[config.mk]
export PLATFORM = sky130hd
export DESIGN_NAME = pipe_share_arbiter_flat
export DESIGN_NICKNAME = d
export VERILOG_FILES = /design/src/rtl/pipe_share_arbiter_pkg.sv /design/src/rtl/pipe_share_arbiter_if.sv /design/src/rtl/pipe_share_arbiter_data_pipeline.sv /design/src/rtl/pipe_share_arbiter.sv /design/src/flat_wrapper.sv
export SDC_FILE = /design/constraint.sdc
export NUM_CORES = 1
export LEC_CHECK = 0
export CORE_ASPECT_RATIO = 0.8
export CORE_MARGIN = 1
export CORE_UTILIZATION = 30
export CTS_CLUSTER_SIZE = 30
export DETAILED_ROUTE_END_ITERATION = 12
export HOLD_SLACK_MARGIN = 0.05
export PLACE_DENSITY = 0.63
export SLEW_MARGIN = 20
export SYNTH_ARGS = -nofsm -noshare
export SYNTH_HDL_FRONTEND = slang
export SYNTH_SLANG_ARGS = --single-unit
export TNS_END_PERCENT = 5
[constraint.sdc]
create_clock -name clk -period 8.2 [get_ports clk]
set_input_delay 2.05 -clock clk [delete_from_list [all_inputs] [get_ports clk]]
set_output_delay 2.05 -clock clk [all_outputs]
set_load 0.05 [all_outputs]
[src/rtl/pipe_share_arbiter_pkg.sv]
// Shared sizing, beat tag layout and arbiter state encoding for pipe_share_arbiter.
package pipe_arb_pkg;
    localparam int NUM_REQ_DEF = 4;
    localparam int DATA_W_DEF  = 8;
    localparam int SRC_W       = (NUM_REQ_DEF > 1) ? $clog2(NUM_REQ_DEF) : 1;

    typedef struct packed {
        logic             last;
        logic [SRC_W-1:0] src;
    } beat_tag_t;

    typedef enum logic [0:0] {
        ARB_IDLE   = 1'b0,
        ARB_LOCKED = 1'b1
    } arb_state_e;
endpackage

[src/rtl/pipe_share_arbiter_if.sv]
// Requester lanes, shared pipeline output and downstream credit return as one bundle.
interface pipe_share_arbiter_if import pipe_arb_pkg::*; #(
    parameter int NUM_REQ = NUM_REQ_DEF,
    parameter int DATA_W  = DATA_W_DEF
);
    logic [NUM_REQ-1:0]             req_valid_i;
    logic [NUM_REQ-1:0][DATA_W-1:0] req_data_i;
    logic [NUM_REQ-1:0]             req_last_i;
    logic [NUM_REQ-1:0]             req_ready_o;
    logic                           credit_return_i;
    logic                           out_valid_o;
    logic [DATA_W-1:0]              out_data_o;
    logic                           out_last_o;
    logic [SRC_W-1:0]               out_src_o;
    logic                           busy_o;
    logic                           credit_err_o;

    modport master (
        output req_valid_i, req_data_i, req_last_i, credit_return_i,
        input  req_ready_o, out_valid_o, out_data_o, out_last_o, out_src_o, busy_o, credit_err_o
    );

    modport slave (
        input  req_valid_i, req_data_i, req_last_i, credit_return_i,
        output req_ready_o, out_valid_o, out_data_o, out_last_o, out_src_o, busy_o, credit_err_o
    );
endinterface

[src/rtl/pipe_share_arbiter_data_pipeline.sv]
// Fixed-latency delay line: DEPTH register stages, or a plain wire when DEPTH is 0.
module data_pipeline #(
    parameter int               WIDTH       = 8,
    parameter int               DEPTH       = 2,
    parameter bit               RESET_EN    = 1'b1,
    parameter logic [WIDTH-1:0] RESET_VALUE = '0
) (
    input  logic             clk,
    input  logic             rst,
    input  logic [WIDTH-1:0] d,
    output logic [WIDTH-1:0] q
);
    generate
        if (DEPTH == 0) begin : g_comb
            assign q = d;
        end else begin : g_regs
            logic [WIDTH-1:0] stage [DEPTH];

            // Data-only instances skip the reset so the stages stay plain flops.
            always_ff @(posedge clk) begin
                if (RESET_EN && rst) begin
                    for (int i = 0; i < DEPTH; i++) stage[i] <= RESET_VALUE;
                end else begin
                    stage[0] <= d;
                    for (int i = 1; i < DEPTH; i++) stage[i] <= stage[i-1];
                end
            end

            assign q = stage[DEPTH-1];
        end
    endgenerate
endmodule

[src/rtl/pipe_share_arbiter.sv]
// Round-robin arbiter with packet lock sharing one non-stallable pipeline;
// issue is gated by downstream buffer credits since beats cannot be held once issued.
module pipe_share_arbiter import pipe_arb_pkg::*; #(
    parameter int NUM_REQ    = NUM_REQ_DEF,
    parameter int DATA_W     = DATA_W_DEF,
    parameter int PIPE_DEPTH = 2,
    parameter int CREDITS    = 8
) (
    input logic                 clk,
    input logic                 rst,
    pipe_share_arbiter_if.slave bus
);
    localparam int CW    = $clog2(CREDITS + 1);
    localparam int IW    = $clog2(PIPE_DEPTH + 2);
    localparam int TAG_W = $bits(beat_tag_t) + 1;
    localparam logic [0:0] ST_IDLE   = ARB_IDLE;
    localparam logic [0:0] ST_LOCKED = ARB_LOCKED;

    logic [0:0]        state;
    logic [SRC_W-1:0]  grant_idx, rr_ptr, win_idx, acc_idx;
    logic [CW-1:0]     credit_cnt;
    logic [IW-1:0]     inflight;
    logic              credit_err, win_found, has_credit, accept, acc_last;
    logic [NUM_REQ-1:0] ready;
    logic [DATA_W-1:0] acc_data;
    beat_tag_t         tag_in, tag_out;
    logic [TAG_W-1:0]  tag_pipe_out;

    // Rotate so the slot after ptr sits at bit 0, take the lowest set bit, rotate back.
    function automatic void rr_pick(input  logic [NUM_REQ-1:0] valid,
                                    input  logic [SRC_W-1:0]   ptr,
                                    output logic               found,
                                    output logic [SRC_W-1:0]   idx);
        logic [2*NUM_REQ-1:0] dbl;
        int start;
        start = (int'(ptr) + 1) % NUM_REQ;
        dbl   = {valid, valid} >> start;
        found = 1'b0;
        idx   = '0;
        for (int j = NUM_REQ - 1; j >= 0; j--) begin
            if (dbl[j]) begin
                found = 1'b1;
                idx   = SRC_W'((start + j) % NUM_REQ);
            end
        end
    endfunction

    always_comb begin
        has_credit = (credit_cnt != '0);
        rr_pick(bus.req_valid_i, rr_ptr, win_found, win_idx);
        ready   = '0;
        acc_idx = (state == ST_LOCKED) ? grant_idx : win_idx;
        if (!rst) begin
            if (state == ST_LOCKED) ready[grant_idx] = has_credit;
            else if (win_found)     ready[win_idx]   = has_credit;
        end
        accept   = |(ready & bus.req_valid_i);
        acc_last = bus.req_last_i[acc_idx];
        acc_data = bus.req_data_i[acc_idx];
        tag_in   = '{last: acc_last, src: acc_idx};
    end

    assign bus.req_ready_o = ready;

    data_pipeline #(.WIDTH(TAG_W), .DEPTH(PIPE_DEPTH), .RESET_EN(1'b1), .RESET_VALUE('0)) u_tag_pipe (
        .clk(clk), .rst(rst), .d({accept, tag_in}), .q(tag_pipe_out)
    );

    data_pipeline #(.WIDTH(DATA_W), .DEPTH(PIPE_DEPTH), .RESET_EN(1'b0), .RESET_VALUE('0)) u_data_pipe (
        .clk(clk), .rst(rst), .d(acc_data), .q(bus.out_data_o)
    );

    assign {bus.out_valid_o, tag_out} = tag_pipe_out;
    assign bus.out_last_o   = tag_out.last;
    assign bus.out_src_o    = tag_out.src;
    assign bus.busy_o       = (state == ST_LOCKED) || (inflight != '0);
    assign bus.credit_err_o = credit_err;

    // A simultaneous accept and return cancel; a return into a full counter is only flagged.
    always_ff @(posedge clk) begin
        if (rst) begin
            state      <= ST_IDLE;
            grant_idx  <= '0;
            rr_ptr     <= SRC_W'(NUM_REQ - 1);
            credit_cnt <= CW'(CREDITS);
            credit_err <= 1'b0;
            inflight   <= '0;
        end else begin
            if (accept) begin
                rr_ptr <= acc_idx;
                if (state == ST_IDLE && !acc_last) begin
                    state     <= ST_LOCKED;
                    grant_idx <= acc_idx;
                end else if (state == ST_LOCKED && acc_last) begin
                    state <= ST_IDLE;
                end
            end
            if (accept && !bus.credit_return_i) begin
                credit_cnt <= credit_cnt - CW'(1);
            end else if (bus.credit_return_i && !accept) begin
                if (credit_cnt == CW'(CREDITS)) credit_err <= 1'b1;
                else                            credit_cnt <= credit_cnt + CW'(1);
            end
            inflight <= inflight + IW'(accept) - IW'(bus.out_valid_o);
        end
    end
endmodule

[src/flat_wrapper.sv]
// flat-port wrapper written by rule: the top's interface ports become plain ports
module pipe_share_arbiter_flat import pipe_arb_pkg::*;
#(
    parameter int NUM_REQ    = NUM_REQ_DEF,
    parameter int DATA_W     = DATA_W_DEF,
    parameter int PIPE_DEPTH = 2,
    parameter int CREDITS    = 8
)
  (clk, rst, bus_req_valid_i, bus_req_data_i, bus_req_last_i, bus_credit_return_i, bus_req_ready_o, bus_out_valid_o, bus_out_data_o, bus_out_last_o, bus_out_src_o, bus_busy_o, bus_credit_err_o);
  pipe_share_arbiter_if #(.NUM_REQ(NUM_REQ), .DATA_W(DATA_W)) bus_i ();
  input logic clk;
  input logic rst;
  input wire logic [$bits(bus_i.req_valid_i)-1:0] bus_req_valid_i;
  input wire logic [$bits(bus_i.req_data_i)-1:0] bus_req_data_i;
  input wire logic [$bits(bus_i.req_last_i)-1:0] bus_req_last_i;
  input wire logic [$bits(bus_i.credit_return_i)-1:0] bus_credit_return_i;
  output wire logic [$bits(bus_i.req_ready_o)-1:0] bus_req_ready_o;
  output wire logic [$bits(bus_i.out_valid_o)-1:0] bus_out_valid_o;
  output wire logic [$bits(bus_i.out_data_o)-1:0] bus_out_data_o;
  output wire logic [$bits(bus_i.out_last_o)-1:0] bus_out_last_o;
  output wire logic [$bits(bus_i.out_src_o)-1:0] bus_out_src_o;
  output wire logic [$bits(bus_i.busy_o)-1:0] bus_busy_o;
  output wire logic [$bits(bus_i.credit_err_o)-1:0] bus_credit_err_o;
  assign bus_i.req_valid_i = bus_req_valid_i;
  assign bus_i.req_data_i = bus_req_data_i;
  assign bus_i.req_last_i = bus_req_last_i;
  assign bus_i.credit_return_i = bus_credit_return_i;
  assign bus_req_ready_o = bus_i.req_ready_o;
  assign bus_out_valid_o = bus_i.out_valid_o;
  assign bus_out_data_o = bus_i.out_data_o;
  assign bus_out_last_o = bus_i.out_last_o;
  assign bus_out_src_o = bus_i.out_src_o;
  assign bus_busy_o = bus_i.busy_o;
  assign bus_credit_err_o = bus_i.credit_err_o;
  pipe_share_arbiter #(.NUM_REQ(NUM_REQ), .DATA_W(DATA_W), .PIPE_DEPTH(PIPE_DEPTH), .CREDITS(CREDITS)) u_core (.clk(clk), .rst(rst), .bus(bus_i));
endmodule
==> out/results.txt, run 1 <==
Min-delay src: u_core.u_data_pipe.g_regs.stage[0][7]
Worst Setup Start Kind: primary input
Int Power: 0.000485 W
Diode count: 0
Initial core utilization: 0.320
Layout Skew: 0.00612 ns
Synth Register Bits: 36
WS Path Type: in -> out
Hold Vio Cnt, Final: 0
Worst setup EP type: output port
Pwr Density: 340 nW/µm²
Combinational power share: 0.527
Power, Total: 0.000849 W
Number of flops mapped to enable cells by yosys: 0
Transition time of the tightest slew-check pin: 0.728 ns
Routed WL: 3970 µm
Hold_buf cts: 0
Part of the power in registers: 0.329
Ys async rst share: 0
Remaining Overflow, GRT: 0
Io pins: 61
R2R depth: 12
Hold Path Class: reg -> reg
Die Wd: 88.5 µm
Worst-path clk slew: 0.07 ns
Max Slew Vio Count: 0
CTS tree: built
Yosys warns: 0
DP Area: 2410 µm²
Worst Hold End: u_core.u_data_pipe.g_regs.stage[0][15]
Leak Pwr: 1.02 nW
Clock network power share: 0.144
Total negative slack: 0 ns
Crit Path Max Fanout: 6
Final Cell Area: 2490 µm²
Net Sw Power: 0.000363 W
WP data arrival: 4.65 ns
Routed vias/inst: 4.69
Post-CTS setup buffer count: 0
Routed length per instance: 12.1 µm
Sequential share of the synthesized area: 0.401
CTS root buf: clkbuf_8
Port bufs: 60
Global-route wire length before repair: 6590 µm
Largest net degree at the start of global routing: 21
Mapped Area: 1800 µm²
CTS buffer count: 5
Final worst-path cycle share: 0.817
Pre-Repair DR Iteration Count: 4
Status: finished, final reports clean
Die height: 71.2 µm
RSZ-0062 raised after global routing: no
H-tree levels: 2
Initial antenna violation count: 0
Syn_area_per_cell: 9.07 µm²
DRC: 0
Required @ worst endpoint: 6.15 ns
Post-CTS Resized: 0
Clock Sinks: 36
Clk_lat worst skew: 0.29 ns
Multi-input logic area: 928 µm²
Core area: 5620 µm²
Post-route minimum period: 6.70 ns
Post-synthesis instance total: 198
Share of cells above drive strength 1: 0.0916
Reg2reg setup slack: 4.62 ns
Routability cong.: 0.851
Fill cells: 567
Sw frac: 0.428
Die area: 6300 µm²
Critical Path Start: bus_req_valid_i[3]
IR drop worst, VDD: 0.128 mV
Primary FF master, synth: dfxtp_1
Setup-failing EPs final: 0
Total Routing Usage GR: 0.137
Fin nets: 301
Fmax: 149 MHz
Reg2reg end: u_core.credit_cnt[3]
Syn_nets: 249
Area delta synth->final: 39.0%
RR Startpoint: u_core.rr_ptr[0]
Max-cap violations: 0
DRT iter0 DRCs: 51
ANT nets after route: 0
Final HPWL DP: 3000 µm
Hold Crit Depth: 0
Flip-flop and latch area: 721 µm²
Row cnt: 24
CTS Buffer Depth: 2
Vias in the first global route: 1400
Vias post-DR: 1543
Netlist cell types: 45
Max_slew headroom: 0.513
per-stage QoR:
stage                     std cells  hold slack (ns)  worst slack [ns]  utilization
after floorplan                 198            0.310              2.22            -
after global placement          321            0.310              1.59        0.429
after detailed placement        321            0.312              1.52        0.429
after CTS                       329            0.329              1.50        0.444
after global routing            329            0.333              1.32        0.444
final                           329            0.327              1.50        0.444
critical path: stages:
cell and delay, ns:
clkdlybuf4s50_1 0.54, or3b_2 0.45, o31a_1 0.18, a211oi_1 0.41, and2_1 0.20, clkdlybuf4s50_1 0.80
how the worst max path moves through the flow:
stage,to,cells past startpoint,slack (ns)
finish,bus_req_ready_o[1],6,1.50
global route,bus_req_ready_o[3],6,1.32
CTS,bus_req_ready_o[1],6,1.50
detailed placement,bus_req_ready_o[1],6,1.52
global placement,bus_req_ready_o[1],6,1.59
floorplan,bus_req_ready_o[2],4,2.22
cell families after synthesis:
| logic type | count (synthesis) | share of synthesized area |
|---|---|---|
| AOI/OAI and AO/OA | 44 | 0.181 |
| xor gates and xnor gates | 5 | 0.0244 |
| adders and majority gates | 8 | 0.0599 |
| buffers and inverters | 29 | 0.0815 |
| DFF | 36 | 0.401 |
| muxes | 6 | 0.0348 |
| and+or+nand+nor | 70 | 0.217 |
cell usage after synthesis, types with 2 or more instances:
library cell | instances | area [µm²]
and3_1 | 4 | 25.0
a21oi_1 | 7 | 35.0
nor2_1 | 14 | 52.6
inv_1 | 12 | 45.0
o21ai_0 | 3 | 15.0
nor3_1 | 3 | 15.0
dfxtp_1 | 36 | 721
clkbuf_1 | 6 | 22.5
o41ai_1 | 3 | 26.3
xnor2_1 | 3 | 26.3
xor2_1 | 2 | 17.5
a21o_1 | 2 | 15.0
mux2i_1 | 4 | 40.0
a31oi_1 | 8 | 50.1
ha_1 | 7 | 87.6
nand2_1 | 18 | 67.6
or2_2 | 2 | 12.5
mux2_2 | 2 | 22.5
buf_4 | 10 | 75.1
nand3_1 | 2 | 10.0
or4_1 | 2 | 15.0
or4_4 | 2 | 22.5
a211oi_1 | 10 | 75.1
nor2b_1 | 6 | 37.5
and2_1 | 10 | 62.6
layout by cell type, fill, tap and decap left out, types with 6 or more instances in the layout:
| master | netlist | final |
|---|---|---|
| nand2_1 | 18 | 18 |
| a21oi_1 | 7 | 7 |
| ha_1 | 7 | 7 |
| dfxtp_1 | 36 | 36 |
| clkdlybuf4s50_1 | 0 | 60 |
| nor2_1 | 14 | 14 |
| and2_1 | 10 | 10 |
| inv_1 | 12 | 12 |
| nor2b_1 | 6 | 6 |
| a31oi_1 | 8 | 8 |
| a211oi_1 | 10 | 10 |
power groups by stage:
stage | sequential, W | combinational, W | clock [W]
6_report | 0.000279 | 0.000447 | 0.000122
5_1_grt | 0.000288 | 0.000491 | 0.000135
4_1_cts | 0.000279 | 0.000451 | 0.000127
3_5_place_dp | 0.000283 | 0.000451 | 0
3_3_place_gp | 0.000282 | 0.000447 | 0
2_1_floorplan | 0.000287 | 0.000340 | 0
routing by layer:
layer	vias to the layer above	routed length, µm	track usage
li1	790	-	-
met1	698	1970	0.194
met2	48	1710	0.194
met3	7	241	0.0420
met4	0	48	0.0484
met5	-	0	0
cell type report:
cell class,count,area share
multi-input combinational,133,0.372
sequential,36,0.289
timing repair buffer,62,0.247
tap,78,0.0391
clock buffer,5,0.0276
inverter,12,0.0181
clock inverter,3,0.00752
flip-flops by register name (all words and copies together) (netlist names):
register	cells
u_core.inflight	2
u_core.grant_idx	2
u_core.rr_ptr	2
u_core.credit_cnt	4
u_core.u_data_pipe.g_regs.stage	16
u_core.state	1
u_core.u_tag_pipe.g_regs.stage	8
u_core.bus.credit_err_o	1
No activity file was read; power rests on OpenSTA's default activity.
==> run 2: changes to the inputs <==
==> constraint.sdc (replaced) <==
create_clock -name clk -period 6.5 [get_ports clk]
set_input_delay 1.625 -clock clk [delete_from_list [all_inputs] [get_ports clk]]
set_output_delay 1.625 -clock clk [all_outputs]
set_load 0.05 [all_outputs]
==> out/results.txt, run 2 (synthesis gave the netlist of run 1 again) <==
Largest Register: u_core.u_data_pipe.g_regs.stage (unchanged)
Fmax: 172 MHz
Initial core utilization: 0.320 (unchanged)
Max FFs per register: 16 (unchanged)
CTS Buffer Depth: 2 (unchanged)
Final worst-path cycle share: 0.893
ANT nets after route: 0 (unchanged)
Final Cell Area: 2510 µm² (was 2490 µm²)
Uppermost routed layer: met4 (unchanged)
Fill cells: 560 (was 567)
Die area: 6300 µm² (unchanged)
Transition time of the tightest slew-check pin: 0.663 ns (was 0.728 ns)
Post-route minimum period: 5.80 ns
WP data arrival: 4.18 ns (was 4.65 ns)
Routed WL: 4050 µm (was 3970 µm)
Final setup margin: 0.697 ns (was 1.50 ns)
Final cell count without fillers: 330 (was 329)
Share of cells above drive strength 1: 0.0913 (was 0.0916)
Die Wd: 88.5 µm (unchanged)
Area delta synth->final: 39.7% (was 39.0%)
Post-CTS Resized: 0 (unchanged)
CP delay by family, top: buffers and inverters (unchanged)
Most frequent CP cell: clkdlybuf4s50_1 (unchanged)
Post-CTS setup buffer count: 0 (unchanged)
RSZ-0062 raised after global routing: no (unchanged)
CTS tree: built (unchanged)
Reg2reg setup slack: 2.89 ns (was 4.62 ns)
Total Routing Usage GR: 0.143 (was 0.137)
Row cnt: 24 (unchanged)
Hold_buf cts: 0 (unchanged)
Hold Path Class: reg -> reg (unchanged)
Max_slew headroom: 0.557 (was 0.513)
Vias post-DR: 1534 (was 1543)
WS Path Type: in -> out (unchanged)
H-tree levels: 2 (unchanged)
Hold Vio Cnt, Final: 0 (unchanged)
R2R depth: 12 (unchanged)
Initial antenna violation count: 0 (unchanged)
Slowest stage cell on the critical path: clkdlybuf4s50_1 (unchanged)
Critical-path cell list: clkdlybuf4s50_1 -> or3b_2 -> o31a_1 -> a211oi_1 -> and2_1 -> clkdlybuf4s50_1 (unchanged)
Min-delay src: u_core.u_data_pipe.g_regs.stage[0][3] (was u_core.u_data_pipe.g_regs.stage[0][7])
Hold Crit Depth: 0 (unchanged)
Routed length per instance: 12.3 µm (was 12.1 µm)
CTS buffer count: 5 (unchanged)
Final HPWL DP: 3040 µm (was 3000 µm)
DP Area: 2410 µm² (about the same)
DRC: 0 (unchanged)
Layout Skew: 0.00550 ns (was 0.00612 ns)
Buf/Inv on CP: 2 (unchanged)
Routed vias/inst: 4.65 (was 4.69)
IR drop worst, VDD: 0.148 mV (was 0.128 mV)
Pre-Repair DR Iteration Count: 4 (unchanged)
Worst-path clk slew: 0.07 ns (about the same)
Die height: 71.2 µm (unchanged)
Largest regs: u_core.u_data_pipe.g_regs.stage: 16 flops, u_core.u_tag_pipe.g_regs.stage: 8 flops, u_core.credit_cnt: 4 flops (unchanged)
Diode count: 0 (unchanged)
Pwr Density: 432 nW/µm² (was 340 nW/µm²)
Most frequent cells in the layout: clkdlybuf4s50_1 (60), dfxtp_1 (36), nand2_1 (18) (unchanged)
Met2 routed WL: 1840 µm (was 1710 µm)
Remaining Overflow, GRT: 0 (unchanged)
Clock Sinks: 36 (unchanged)
Worst Hold End: u_core.u_data_pipe.g_regs.stage[0][11] (was u_core.u_data_pipe.g_regs.stage[0][15])
DRT met1 WL: 1990 µm (was 1970 µm)
Delay of the slowest critical-path stage: 0.80 ns (about the same)
Fin nets: 302 (was 301)
RR Startpoint: u_core.rr_ptr[0] (unchanged)
Status: finished, final reports clean (unchanged)
Vias in the first global route: 1420 (was 1400)
Pre-CTS setup slack: 0.717 ns (was 1.52 ns)
Met3 routed WL: 204 µm (was 241 µm)
Max Slew Vio Count: 0 (unchanged)
CTS root buf: clkbuf_8 (unchanged)
Io pins: 61 (unchanged)
Largest net degree at the start of global routing: 21 (unchanged)
Global-route wire length before repair: 6820 µm (was 6590 µm)
Worst Setup Start Kind: primary input (unchanged)
Leak Pwr: 1.02 nW (about the same)
Total negative slack: 0 ns (unchanged)
Routability cong.: 0.854 (was 0.851)
Clk_lat worst skew: 0.28 ns (was 0.29 ns)
Crit Path Max Fanout: 6 (unchanged)
Max-cap violations: 0 (unchanged)
Worst setup EP type: output port (unchanged)
DRT iter0 DRCs: 55 (was 51)
Required @ worst endpoint: 4.88 ns (was 6.15 ns)
Setup-failing EPs final: 0 (unchanged)
Placed Instances: 322 (was 321)
Port bufs: 60 (unchanged)
Commonest non-fill, non-tap cell in the layout: clkdlybuf4s50_1 (unchanged)
Core area: 5620 µm² (unchanged)
Reg2reg end: u_core.credit_cnt[3] (unchanged)
## run 2: cell types whose count changed in the layout (fill, tap and decap cells not counted), sizes merged
cell      delta
clkinv       -3
clkbuf       +2
buf          +1
clkinvlp     +1
## run 2: worst reg2reg max path: stages (launching register included)
cell and delay, ns:
dfxtp_1 0.39, and3b_1 0.21, o31ai_1 0.56, o22ai_1 0.19, and3_1 0.29, or4_4 0.58
ha_1 0.27, ha_1 0.28, a21o_1 0.18, a21oi_1 0.16, xnor2_1 0.15, and3_1 0.17
o21ai_0 0.06
## run 2: how the worst max path moves through the flow
stage / start / endpoint / slack [ns] / cells after the start
after global routing: bus_req_valid_i[3] / bus_req_ready_o[3] / 0.50 / 6
final: bus_req_valid_i[3] / bus_req_ready_o[3] / 0.70 / 6
after global placement: bus_req_valid_i[3] / bus_req_ready_o[1] / 0.74 / 6
after floorplan: bus_req_valid_i[3] / bus_req_ready_o[2] / 1.37 / 4
after CTS: bus_req_valid_i[3] / bus_req_ready_o[3] / 0.69 / 6
after detailed placement: bus_req_valid_i[3] / bus_req_ready_o[3] / 0.72 / 6
## run 2: layer usage
metal | GRT usage | vias up
li1 | - | 790
met1 | 0.200 | 703
met2 | 0.209 | 39
met3 | 0.0525 | 2
met4 | 0.0323 | 0
met5 | 0 | -
## run 2: where the power goes
part / switching (W) / internal [W]
logic: 0.000340 / 0.000227
registers: 0.0000404 / 0.000312
clock network: 0.0000796 / 0.0000861
total: 0.000460 / 0.000625
## run 2: area by class of cell
type / count / area (µm²) / share of cell area
well taps: 78 / 97.6 / 0.0389
inverters: 12 / 45.0 / 0.0180
repair buffers: 63 / 623 / 0.248
clock inverters: 1 / 7.51 / 0.00299
clock buffers: 7 / 86.3 / 0.0344
multi-input cells: 133 / 928 / 0.370
flip-flops and latches: 36 / 721 / 0.287
## run 2: through the flow
stage	hold WS [ns]	utilization	power, W
floorplan	0.310	-	0.000791
global placement	0.310	0.430	0.000921
detailed placement	0.312	0.430	0.000928
CTS	0.329	0.447	0.00110
global route	0.335	0.447	0.00117
finish	0.328	0.447	0.00108
